File: src/rtl/lane_scan_pkg.sv
// Shared types for the lane scan collector: scan FSM states, arbitration
// style selectors and the drained-record layout.
package lane_scan_pkg;

    typedef enum logic [1:0] {
        IDLE = 2'd0,
        SCAN = 2'd1,
        HOLD = 2'd2
    } scan_state_e;

    localparam int SCAN_RR   = 0;
    localparam int SCAN_PRIO = 1;

    // Record fields are sized for the widest legal configuration (16 lanes).
    localparam int REC_LANE_W = 4;
    localparam int REC_CNT_W  = 32;

    typedef struct packed {
        logic [REC_LANE_W-1:0] lane;
        logic [REC_CNT_W-1:0]  count;
        logic                  ovf;
    } lane_rec_t;

endpackage

File: src/rtl/lane_scan_collector_lane_cnt.sv
// One lane's saturating event counter with a sticky overflow flag.
// A clear that coincides with an event restarts the count at 1.
module lane_cnt
    import lane_scan_pkg::*;
#(
    parameter int CNT_W = 8
) (
    input  logic             clk,
    input  logic             rst_n,
    input  logic             evt,
    input  logic             clr,
    output logic [CNT_W-1:0] count,
    output logic             ovf
);

    localparam logic [CNT_W-1:0] CNT_MAX = '1;

    logic [CNT_W-1:0] count_q, count_d;
    logic             ovf_q, ovf_d;

    always_comb begin
        count_d = count_q;
        ovf_d   = ovf_q;
        if (clr) begin
            count_d = evt ? CNT_W'(1) : '0;
            ovf_d   = 1'b0;
        end else if (evt) begin
            if (count_q == CNT_MAX) begin
                ovf_d = 1'b1;
            end else begin
                count_d = count_q + CNT_W'(1);
            end
        end
    end

    always_ff @(posedge clk or negedge rst_n) begin
        if (!rst_n) begin
            count_q <= '0;
            ovf_q   <= 1'b0;
        end else begin
            count_q <= count_d;
            ovf_q   <= ovf_d;
        end
    end

    assign count = count_q;
    assign ovf   = ovf_q;

endmodule

File: src/rtl/lane_scan_collector.sv
// Per-lane event counters drained one record at a time onto a valid/ready
// stream by an IDLE/SCAN/HOLD FSM; arbitration style chosen at elaboration.
module lane_scan_collector
    import lane_scan_pkg::*;
#(
    parameter int  NUM_LANES = 4,
    parameter int  CNT_W     = 8,
    parameter int  SCAN_MODE = SCAN_RR,
    localparam int LANE_W    = $clog2(NUM_LANES)
) (
    input  logic                 clk,
    input  logic                 rst_n,
    input  logic [NUM_LANES-1:0] lane_evt,
    output logic                 out_valid,
    input  logic                 out_ready,
    output logic [LANE_W-1:0]    out_lane,
    output logic [CNT_W-1:0]     out_count,
    output logic                 out_ovf
);

    logic [CNT_W-1:0]     cnt [NUM_LANES];
    logic [NUM_LANES-1:0] lane_ovf;
    logic [NUM_LANES-1:0] pending;
    logic [NUM_LANES-1:0] clr;

    scan_state_e       state_q, state_d;
    logic [LANE_W-1:0] ptr_q, ptr_d;
    logic [LANE_W-1:0] grant_idx;
    logic              grant_found;
    lane_rec_t         rec_q, rec_d;

    for (genvar i = 0; i < NUM_LANES; i++) begin : gen_lane
        lane_cnt #(.CNT_W(CNT_W)) u_lane_cnt (
            .clk   (clk),
            .rst_n (rst_n),
            .evt   (lane_evt[i]),
            .clr   (clr[i]),
            .count (cnt[i]),
            .ovf   (lane_ovf[i])
        );
        assign pending[i] = (cnt[i] != '0);
    end

    if (SCAN_MODE == SCAN_PRIO) begin : gen_prio
        always_comb begin
            grant_found = 1'b0;
            grant_idx   = '0;
            for (int k = 0; k < NUM_LANES; k++) begin
                if (!grant_found && pending[k]) begin
                    grant_found = 1'b1;
                    grant_idx   = LANE_W'(k);
                end
            end
        end
    end else begin : gen_rr
        logic [LANE_W-1:0] cand;
        // Search wraps from the lane after the last grant.
        always_comb begin
            grant_found = 1'b0;
            grant_idx   = '0;
            cand        = '0;
            for (int k = 0; k < NUM_LANES; k++) begin
                cand = LANE_W'((int'(ptr_q) + 1 + k) % NUM_LANES);
                if (!grant_found && pending[cand]) begin
                    grant_found = 1'b1;
                    grant_idx   = cand;
                end
            end
        end
    end

    always_comb begin
        state_d = state_q;
        ptr_d   = ptr_q;
        rec_d   = rec_q;
        clr     = '0;
        case (state_q)
            IDLE: begin
                if (|pending) state_d = SCAN;
            end
            SCAN: begin
                if (grant_found) begin
                    clr[grant_idx] = 1'b1;
                    rec_d.lane     = REC_LANE_W'(grant_idx);
                    rec_d.count    = REC_CNT_W'(cnt[grant_idx]);
                    rec_d.ovf      = lane_ovf[grant_idx];
                    ptr_d          = grant_idx;
                    state_d        = HOLD;
                end else begin
                    state_d = IDLE;
                end
            end
            HOLD: begin
                if (out_ready) state_d = (|pending) ? SCAN : IDLE;
            end
            default: state_d = IDLE;
        endcase
    end

    always_ff @(posedge clk or negedge rst_n) begin
        if (!rst_n) begin
            state_q <= IDLE;
            ptr_q   <= LANE_W'(NUM_LANES - 1);
            rec_q   <= '0;
        end else begin
            state_q <= state_d;
            ptr_q   <= ptr_d;
            rec_q   <= rec_d;
        end
    end

    // Outputs come straight from flops, so out_ready never reaches them combinationally.
    assign out_valid = (state_q == HOLD);
    assign out_lane  = rec_q.lane[LANE_W-1:0];
    assign out_count = rec_q.count[CNT_W-1:0];
    assign out_ovf   = rec_q.ovf;

endmodule

File: config.mk
export PLATFORM = sky130hd
export DESIGN_NAME = lane_scan_collector
export DESIGN_NICKNAME = d
export VERILOG_FILES = /design/src/rtl/lane_scan_pkg.sv /design/src/rtl/lane_scan_collector_lane_cnt.sv /design/src/rtl/lane_scan_collector.sv
export SDC_FILE = /design/constraint.sdc
export NUM_CORES = 1
export LEC_CHECK = 0
export BUFFER_PORTS_ARGS = -buffer_cell sky130_fd_sc_hd__buf_2
export CORE_MARGIN = 8
export CORE_UTILIZATION = 57
export DETAILED_ROUTE_END_ITERATION = 6
export PLACE_DENSITY = 0.76
export SYNTH_ARGS = -nofsm -noshare
export SYNTH_HDL_FRONTEND = slang
export SYNTH_HIERARCHICAL = 1
export SYNTH_SLANG_ARGS = --single-unit
export TNS_END_PERCENT = 5
File: constraint.sdc
create_clock -name clk -period 8.32 [get_ports clk]
set_input_delay 1.664 -clock clk [delete_from_list [all_inputs] [get_ports clk]]
set_output_delay 1.664 -clock clk [all_outputs]
set_load 0.03 [all_outputs]
## Yosys cells after proc, flatten, opt, wreduce, memory -nomap -nowiden

Index checks and enable logic that the tools add are counted.

| cells by class | value |
|---|---|
| reductions and logical operators | 31 |
| multiply operators | 0 |
| div/mod/pow operators | 0 |
| $lt $le $gt $ge | 7 |
| shift-type cells | 0 |
| bitwise gates (word level) | 1 |
| equal/unequal tests | 12 |
| mux-type cells | 58 |
| add/subtract/negate cells | 8 |

Operators by type and width:

| kind | count |
|---|---|
| 8-bit two-way mux | 14 |
| 8-bit by 1-bit adder with 8-bit output, second input constant | 4 |
| 8-bit equality test, second input constant | 4 |
| 8-bit nonzero test | 4 |
| 1-bit two-way mux | 27 |
| 2-bit AND reduction | 10 |
| 8-bit binary-select mux with 2-bit select | 1 |
| 2-bit nonzero test | 8 |
| 2-bit by 3-bit less-than comparator with 1-bit output, second input constant | 5 |
| 2-bit two-way mux | 7 |
| 1-bit binary-select mux with 2-bit select | 5 |
| 2-bit != test, second input constant | 5 |
| 4-bit two-way mux | 2 |
| 2-bit adder, second input constant | 3 |
| 2-bit one-hot mux with 3 select lines | 1 |
| 1-bit logical AND | 4 |
| 4-bit OR reduction | 1 |
| 3-bit >= comparator, second input constant | 1 |
| 1-bit zero test | 3 |
| 2-bit NOT with 3-bit output | 1 |
| 2-bit by 1-bit adder with 2-bit output, second input constant | 1 |
| 1-bit demux with 2-bit select | 1 |
| 2-bit by 1-bit equality test with 1-bit output, second input constant | 1 |
| 2-bit equality test, second input constant | 1 |
| other kinds (3) | 3 |

| word-level totals | value |
|---|---|
| memory bits (read-only) | 0 |
| output and inout port bits | 12 |
| bits in latches | 0 |
| bits in writable memories | 0 |
| bits in registers | 51 |
| logic and storage cells | 130 |
| bits of input ports | 7 |
| memories kept | 0 |

## Logic depth before layout (Yosys ltp)

| logic depth | value |
|---|---|
| depth in word-level cells | 21 |
| gate-level depth with buffers | 10 |
| gate-level depth less buffers | 8 |

## Cells and area by module

The synthesis kept the hierarchy.

By module, submodules not included:

| module | cells an instance | area an instance (µm²) | instances |
|---|---|---|---|
| lane_cnt | 49 | 510.5 | 4 |
| lane_scan_collector | 102 | 1,004.7 | 1 |

## Worst setup path before layout

No wires, ideal clock.

| timing | value |
|---|---|
| path kind | reg-to-reg |
| from | register gen_lane[0].u_lane_cnt.count_q[5] |
| to | register gen_lane[2].u_lane_cnt.count_q[3] |
| arrival time | 2.485 ns |
| stages on the path, launching flop included | 11 |
| library setup time | 0.134 ns |
| period minus slack after synthesis | 2.619 ns |
| setup slack | 5.701 ns |
| path buffers | 2 |
| path through | dfrtp_1 -> or4_4 -> nor2_4 -> nand3_1 -> a311o_1 -> buf_6 -> or2_4 -> nor2_2 -> dlymetal6s2s_1 -> o21bai_1 -> a31oi_1 |

| on the way | value |
|---|---|
| word-level cells in the longest chain between the ends | 21 |
| elaborated cells on any way between the ends | 34 |
| classes of those cells | 2 x order compare; 1 x eq/ne; 21 x mux; 10 x reduce/logical |

Ends and longest elaborated chain:

| element | line | text |
|---|---|---|
| from (decl) | lane_scan_collector_lane_cnt.sv:18 | `logic [CNT_W-1:0] count_q, count_d;` |
| from (signal assigned) | lane_scan_collector_lane_cnt.sv:41 | `count_q <= count_d;` |
| 8-bit nonzero test (*) | lane_scan_collector.sv:41 | `assign pending[i] = (cnt[i] != '0);` |
| 1-bit binary-select mux with 2-bit select | lane_scan_collector.sv:64 | `if (!grant_found && pending[cand]) begin` |
| 1-bit two-way mux (implied by the code) | lane_scan_collector.sv:64 |  |
| 1-bit two-way mux | lane_scan_collector.sv:64 |  |
| 1-bit zero test | lane_scan_collector.sv:64 |  |
| 1-bit logical AND | lane_scan_collector.sv:64 |  |
| 1-bit two-way mux | lane_scan_collector.sv:64 |  |
| 1-bit zero test | lane_scan_collector.sv:64 |  |
| [6 not listed] | -- |  |
| 1-bit logical AND (implied by the code) | lane_scan_collector.sv:83 | `clr[grant_idx] = 1'b1;` |
| 1-bit two-way mux (implied by the code) | lane_scan_collector.sv:83 |  |
| 1-bit demux with 2-bit select | lane_scan_collector.sv:83 |  |
| 4-bit two-way mux (*) | lane_scan_collector.sv:82 | `if (grant_found) begin` |
| 4-bit two-way mux (*) | lane_scan_collector.sv:77 | `case (state_q)` |
| net clr[2] | lane_scan_collector.sv:24 | `logic [NUM_LANES-1:0] clr;` |
| 2-bit != test (no source line) or 2-bit nonzero test (tied branches) | -- |  |
| 2-bit AND reduction (no source line) | -- |  |
| to (signal assigned) | lane_scan_collector_lane_cnt.sv:41 |  |
| to (decl) | lane_scan_collector_lane_cnt.sv:18 |  |

The timed path passes the listed nets; every way through them passes the cells marked *. The select of a mux whose other input is x is not followed.
A chain may end at the register's enable or synchronous reset.

## Worst setup path after layout

| timing | value |
|---|---|
| from | register gen_lane[3].u_lane_cnt.count_q[0] |
| to | register gen_lane[1].u_lane_cnt.count_q[0] |

| on the way | value |
|---|---|
| word-level cells in the longest chain between the ends | 21 |
| elaborated cells on any way between the ends | 34 |
| classes of those cells | 2 x order compare; 1 x eq/ne; 21 x mux; 10 x reduce/logical |

Ends and longest elaborated chain:

| element | line |
|---|---|
| from (decl) | lane_scan_collector_lane_cnt.sv:18 |
| from (signal assigned) | lane_scan_collector_lane_cnt.sv:41 |
| 8-bit nonzero test (*) | lane_scan_collector.sv:41 |
| 1-bit binary-select mux with 2-bit select | lane_scan_collector.sv:64 |
| 1-bit two-way mux (implied by the code) | lane_scan_collector.sv:64 |
| 1-bit two-way mux | lane_scan_collector.sv:64 |
| 1-bit zero test | lane_scan_collector.sv:64 |
| 1-bit logical AND | lane_scan_collector.sv:64 |
| 1-bit two-way mux | lane_scan_collector.sv:64 |
| 1-bit zero test | lane_scan_collector.sv:64 |
| [6 not listed] | -- |
| 1-bit logical AND (implied by the code) | lane_scan_collector.sv:83 |
| 1-bit two-way mux (implied by the code) | lane_scan_collector.sv:83 |
| 1-bit demux with 2-bit select | lane_scan_collector.sv:83 |
| 4-bit two-way mux (*) | lane_scan_collector.sv:82 |
| 4-bit two-way mux (*) | lane_scan_collector.sv:77 |
| net clr[1] | lane_scan_collector.sv:24 |
| 2-bit != test (no source line) or 2-bit nonzero test (tied branches) | -- |
| 2-bit AND reduction (no source line) | -- |
| to (signal assigned) | lane_scan_collector_lane_cnt.sv:41 |
| to (decl) | lane_scan_collector_lane_cnt.sv:18 |

Marks and branches as above.

==> run summary <==
The flow ran to the end, and the final reports show no timing, DRC or antenna violations. Among all stages on the critical path, the largest delay is contributed by sky130_fd_sc_hd__a311o_1. The post-placement cell area is about 3100 um2.

The number of inserted diodes came out at 0. The total of flip-flops plus latches after synthesis came out at 51. The net count of the mapped netlist is 309.

The sort of element at the start of the critical path is a flop. The effective utilization at floorplan is 59.3%. The routed layout has 2,477 vias. The pre-antenna-repair detailed-routing pass consisted of 7 iterations.

On the worst path, the slowest cell contributes a delay of 0.95 ns. Across the routed clock network, the largest skew measured is 0.00429 ns. The ratio of cells with drive above 1 in the final layout is around 16%.

The synthesized design spends more area on one cell type than any other, namely sky130_fd_sc_hd__dfrtp_1. The total wire length after detailed routing came out at 6.72 mm. The number of synthesis warnings came out at 6. The per-cell routed wire length came out at 17.7 um. Row generation in the floorplan step produced 26 rows. The arrival time at the worst endpoint came out at around 3.6 ns. The critical path goes through nor4_1 -> a21boi_1 -> a211oi_1 -> a311o_1 -> nand2_1 -> nor2_1 -> nand2b_1 -> o211ai_1.

The worst hold path terminates at state_q[0]. For the pin with the worst max-slew slack, the measured transition is 1.18 ns. The worst reg-to-reg path cell count is 8.

The number of filler cells placed in the layout came out at ~460. The non-filler instance count after layout came out at 379. The post-cts repair resize count came out at 0.

The required time of the critical path came out at 8.50 ns. Ranked by instance count, the synthesized netlist is headed by sky130_fd_sc_hd__dfrtp_1, sky130_fd_sc_hd__nand2_1, sky130_fd_sc_hd__mux2i_1. The HPWL after detailed placement is 4.74 mm.

The initial antenna violation count is 0. The final cell area excluding filler cells is 3160 um2. During I/O placement, the number of pins put on the boundary was 19. The aggregate global-route resource usage is 18.6%. The worst register-to-register path begins at gen_lane[3].u_lane_cnt/count[0].

The number of buffers added for setup after CTS is 0. For this block, the initial DRC count from the detailed router was between 200 and 300. The setup TNS is 0 ns. The floorplan step defined a die boundary enclosing a little under 8000 um2.

The fraction of synthesized cell area taken by the top area cell type came out at around 40%. The global-route congestion overflow total came out at 0. The worst hold path belongs to the class flop to flop. The post-synthesis to final-layout area growth is 3.61%.

After detailed routing, the number of vias per cell comes to 6.54. The worst pin sits at a relative slew slack of between 20% and 30%. The post-synthesis cell area came out at 3050 um2. The total count of hold-check failures in the final report came out at 0. The worst path uses slightly above 40% of the clock period. TritonCTS built the clock tree. The tool flagged a number of max-cap violations equal to 0. The power per unit of standard cell area is 363 nW/um2.

The first global-routing pass estimated around 12 mm of wire. The maximum clock path buffer count came out at 2. Setup repair after global routing left no endpoint under its margin. The synthesized instance count came out at a little under 300. VDD sags by at most around 0.19 mV. In this run the critical register-to-register path is captured at gen_lane[1].u_lane_cnt/count[0]. The critical path is of the flop to flop type. The number of distinct library cell variants in the gate-level netlist after synthesis is 45. The number of levels the H-tree was split into came out at 2. The mean area per synthesized cell came out at roughly 10 um2. The count of flip-flops with a built-in enable after synthesis is 0. The number of buffers and inverters on the critical path is 0.

The core area is 5140 um2. The number of CTS-inserted buffers came out at 5. The insertion delay to the later sink of the worst-skew pair came out at 0.30 ns.

The cell depth of the worst hold path is 1. The hold buffer count at CTS came out at 0. The sink count of the clock tree is 51. Clock-pin slew was measured on the worst setup and hold paths at 0.09 ns. Sequential cells were found to cover 42.0% of the synthesized design area. In this run the remaining antenna-violating nets after routing total 0.

The via count of the first global-routing pass is 2,366. The total of endpoints with negative setup slack in the final report came out at 0. The final layout net count came out at roughly 320. The post-placement cell count is 371. The reported leakage power came out at 1.37 nW.

The cell family with the largest share of critical-path delay is compound AO/OA/AOI/OAI gates. The count of buffers added on input and output ports is 18. Derived from the worst setup path, the maximum achievable clock frequency is 0.290 GHz. The clock period minus worst slack came out at 3.45 ns.

The overall die width is 89.1 um. The worst min-delay path startpoint is state_q[0]. The share of flip-flops with an asynchronous set or reset after synthesis is 100%. The die height came out at 89.1 um. The main flop type after synthesis is sky130_fd_sc_hd__dfrtp_1. For flop-to-flop paths, the worst setup slack is 4.87 ns. In the post-synthesis netlist, the biggest area contributors are sky130_fd_sc_hd__dfrtp_1, sky130_fd_sc_hd__mux2i_1, sky130_fd_sc_hd__nand2_1. The largest net degree at the start of global routing came out at 52. At the end of routability-driven placement, the weighted congestion stood at ~0.87.

The number of DRC violations after detailed routing is 0. The tree is rooted in a sky130_fd_sc_hd__clkbuf_8. The worst setup path is captured at a flop. The final max-slew violation count came out at 0. The largest fanout on the critical path is 20. sky130_fd_sc_hd__dfrtp_1 is the most common cell in the netlist.
-- worst reg2reg max path, stage by stage, from the launching register on --
cell and delay, ns:
sky130_fd_sc_hd__dfrtp_1 0.46, sky130_fd_sc_hd__nor4_1 0.47, sky130_fd_sc_hd__a21boi_1 0.16, sky130_fd_sc_hd__a211oi_1 0.25, sky130_fd_sc_hd__a311o_1 0.95, sky130_fd_sc_hd__nand2_1 0.17
sky130_fd_sc_hd__nor2_1 0.59, sky130_fd_sc_hd__nand2b_1 0.19, sky130_fd_sc_hd__o211ai_1 0.08
-- power by group --
group          internal, mW  switching, mW  total (mW)  leakage [nW]
Sequential            0.333          0.129       0.462         0.660
Clock                0.0760         0.0767       0.153        0.0515
Combinational         0.224          0.308       0.532         0.663
Total                 0.632          0.514        1.15          1.37
-- final cells by class --
type | count | area, um2 | area share, %
repair buffers | 19 | 97.6 | 3.09
flip-flops and latches | 51 | 1280 | 40.5
well taps | 70 | 87.6 | 2.77
inverters | 5 | 18.8 | 0.595
multi-input cells | 226 | 1570 | 49.9
clock buffers | 8 | 100 | 3.17
-- kinds of logic (layout without fill, tap and decap cells) --
family	after synthesis	count (layout)	share of synthesized area, %
AO/OA/AOI/OAI	86	86	19.8
adder cells (fa/ha/maj)	4	4	1.64
buffers and inverters	21	32	6.37
flip-flops	51	51	42.0
multiplexers	22	22	7.23
AND/OR/NAND/NOR	114	114	23.0
-- flip-flops by register name, summed over array words and instances, names as in the netlist --
| register | flops |
|---|---|
| gen_lane.u_lane_cnt/ovf | 4 |
| state_q | 2 |
| out_ovf | 1 |
| out_lane | 2 |
| ptr_q | 2 |
| gen_lane.u_lane_cnt/count | 32 |
| out_count | 8 |
-- metrics by stage --
stage,util [%],hold WS [ns],worst slack [ns],power [mW]
2_1_floorplan,-,0.431,5.70,0.892
3_3_place_gp,59.5,0.452,5.05,0.973
3_5_place_dp,59.5,0.454,4.94,0.990
4_1_cts,61.4,0.472,4.94,1.15
5_1_grt,61.4,0.505,4.55,1.24
6_report,61.4,0.472,4.87,1.15
-- how the worst max path moves through the flow --
stage                                                from                         endpoint  cells past startpoint
after floorplan           gen_lane[0].u_lane_cnt/count[5]  gen_lane[2].u_lane_cnt/count[3]                     10
after global placement    gen_lane[3].u_lane_cnt/count[4]  gen_lane[1].u_lane_cnt/count[0]                      8
after detailed placement  gen_lane[3].u_lane_cnt/count[4]  gen_lane[1].u_lane_cnt/count[0]                      8
after CTS                 gen_lane[3].u_lane_cnt/count[4]  gen_lane[1].u_lane_cnt/count[0]                      8
after global routing      gen_lane[3].u_lane_cnt/count[4]  gen_lane[1].u_lane_cnt/count[0]                      8
final                     gen_lane[3].u_lane_cnt/count[0]  gen_lane[1].u_lane_cnt/count[0]                      8
-- cells in the final DEF (no fill, tap or decap), types with 2 or more instances in the layout --
cell type / count
sky130_fd_sc_hd__and4_2: 8
sky130_fd_sc_hd__o221ai_1: 9
sky130_fd_sc_hd__o21a_1: 2
sky130_fd_sc_hd__o21bai_1: 9
sky130_fd_sc_hd__nor2_2: 2
sky130_fd_sc_hd__nor4_1: 6
sky130_fd_sc_hd__nand4_1: 8
sky130_fd_sc_hd__nand2_1: 35
sky130_fd_sc_hd__and4bb_1: 4
sky130_fd_sc_hd__a21oi_1: 14
sky130_fd_sc_hd__and4_1: 4
sky130_fd_sc_hd__a211o_1: 4
sky130_fd_sc_hd__or4_4: 2
sky130_fd_sc_hd__o21ai_1: 2
sky130_fd_sc_hd__and3_1: 4
sky130_fd_sc_hd__a211oi_1: 13
sky130_fd_sc_hd__nand3_1: 2
sky130_fd_sc_hd__mux2i_1: 22
sky130_fd_sc_hd__buf_2: 18
sky130_fd_sc_hd__ha_1: 4
sky130_fd_sc_hd__nor3_1: 5
sky130_fd_sc_hd__dfstp_2: 2
sky130_fd_sc_hd__nor2_1: 6
sky130_fd_sc_hd__clkbuf_8: 7
sky130_fd_sc_hd__or3_1: 4
sky130_fd_sc_hd__and3_2: 4
sky130_fd_sc_hd__a31oi_1: 20
sky130_fd_sc_hd__o31ai_1: 4
sky130_fd_sc_hd__dfrtp_1: 49
sky130_fd_sc_hd__nand2b_1: 13
sky130_fd_sc_hd__inv_1: 5
sky130_fd_sc_hd__o211ai_1: 5
-- metal layers --
layer,vias to the layer above,GRT usage [%],part of all wire [%]
met3,11,2.39,5.9
met5,-,0,0
met2,99,27.4,45
met4,0,5.14,1.4
met1,1196,27.8,48
li1,1171,-,-
No activity file was read; power rests on OpenSTA's default activity.
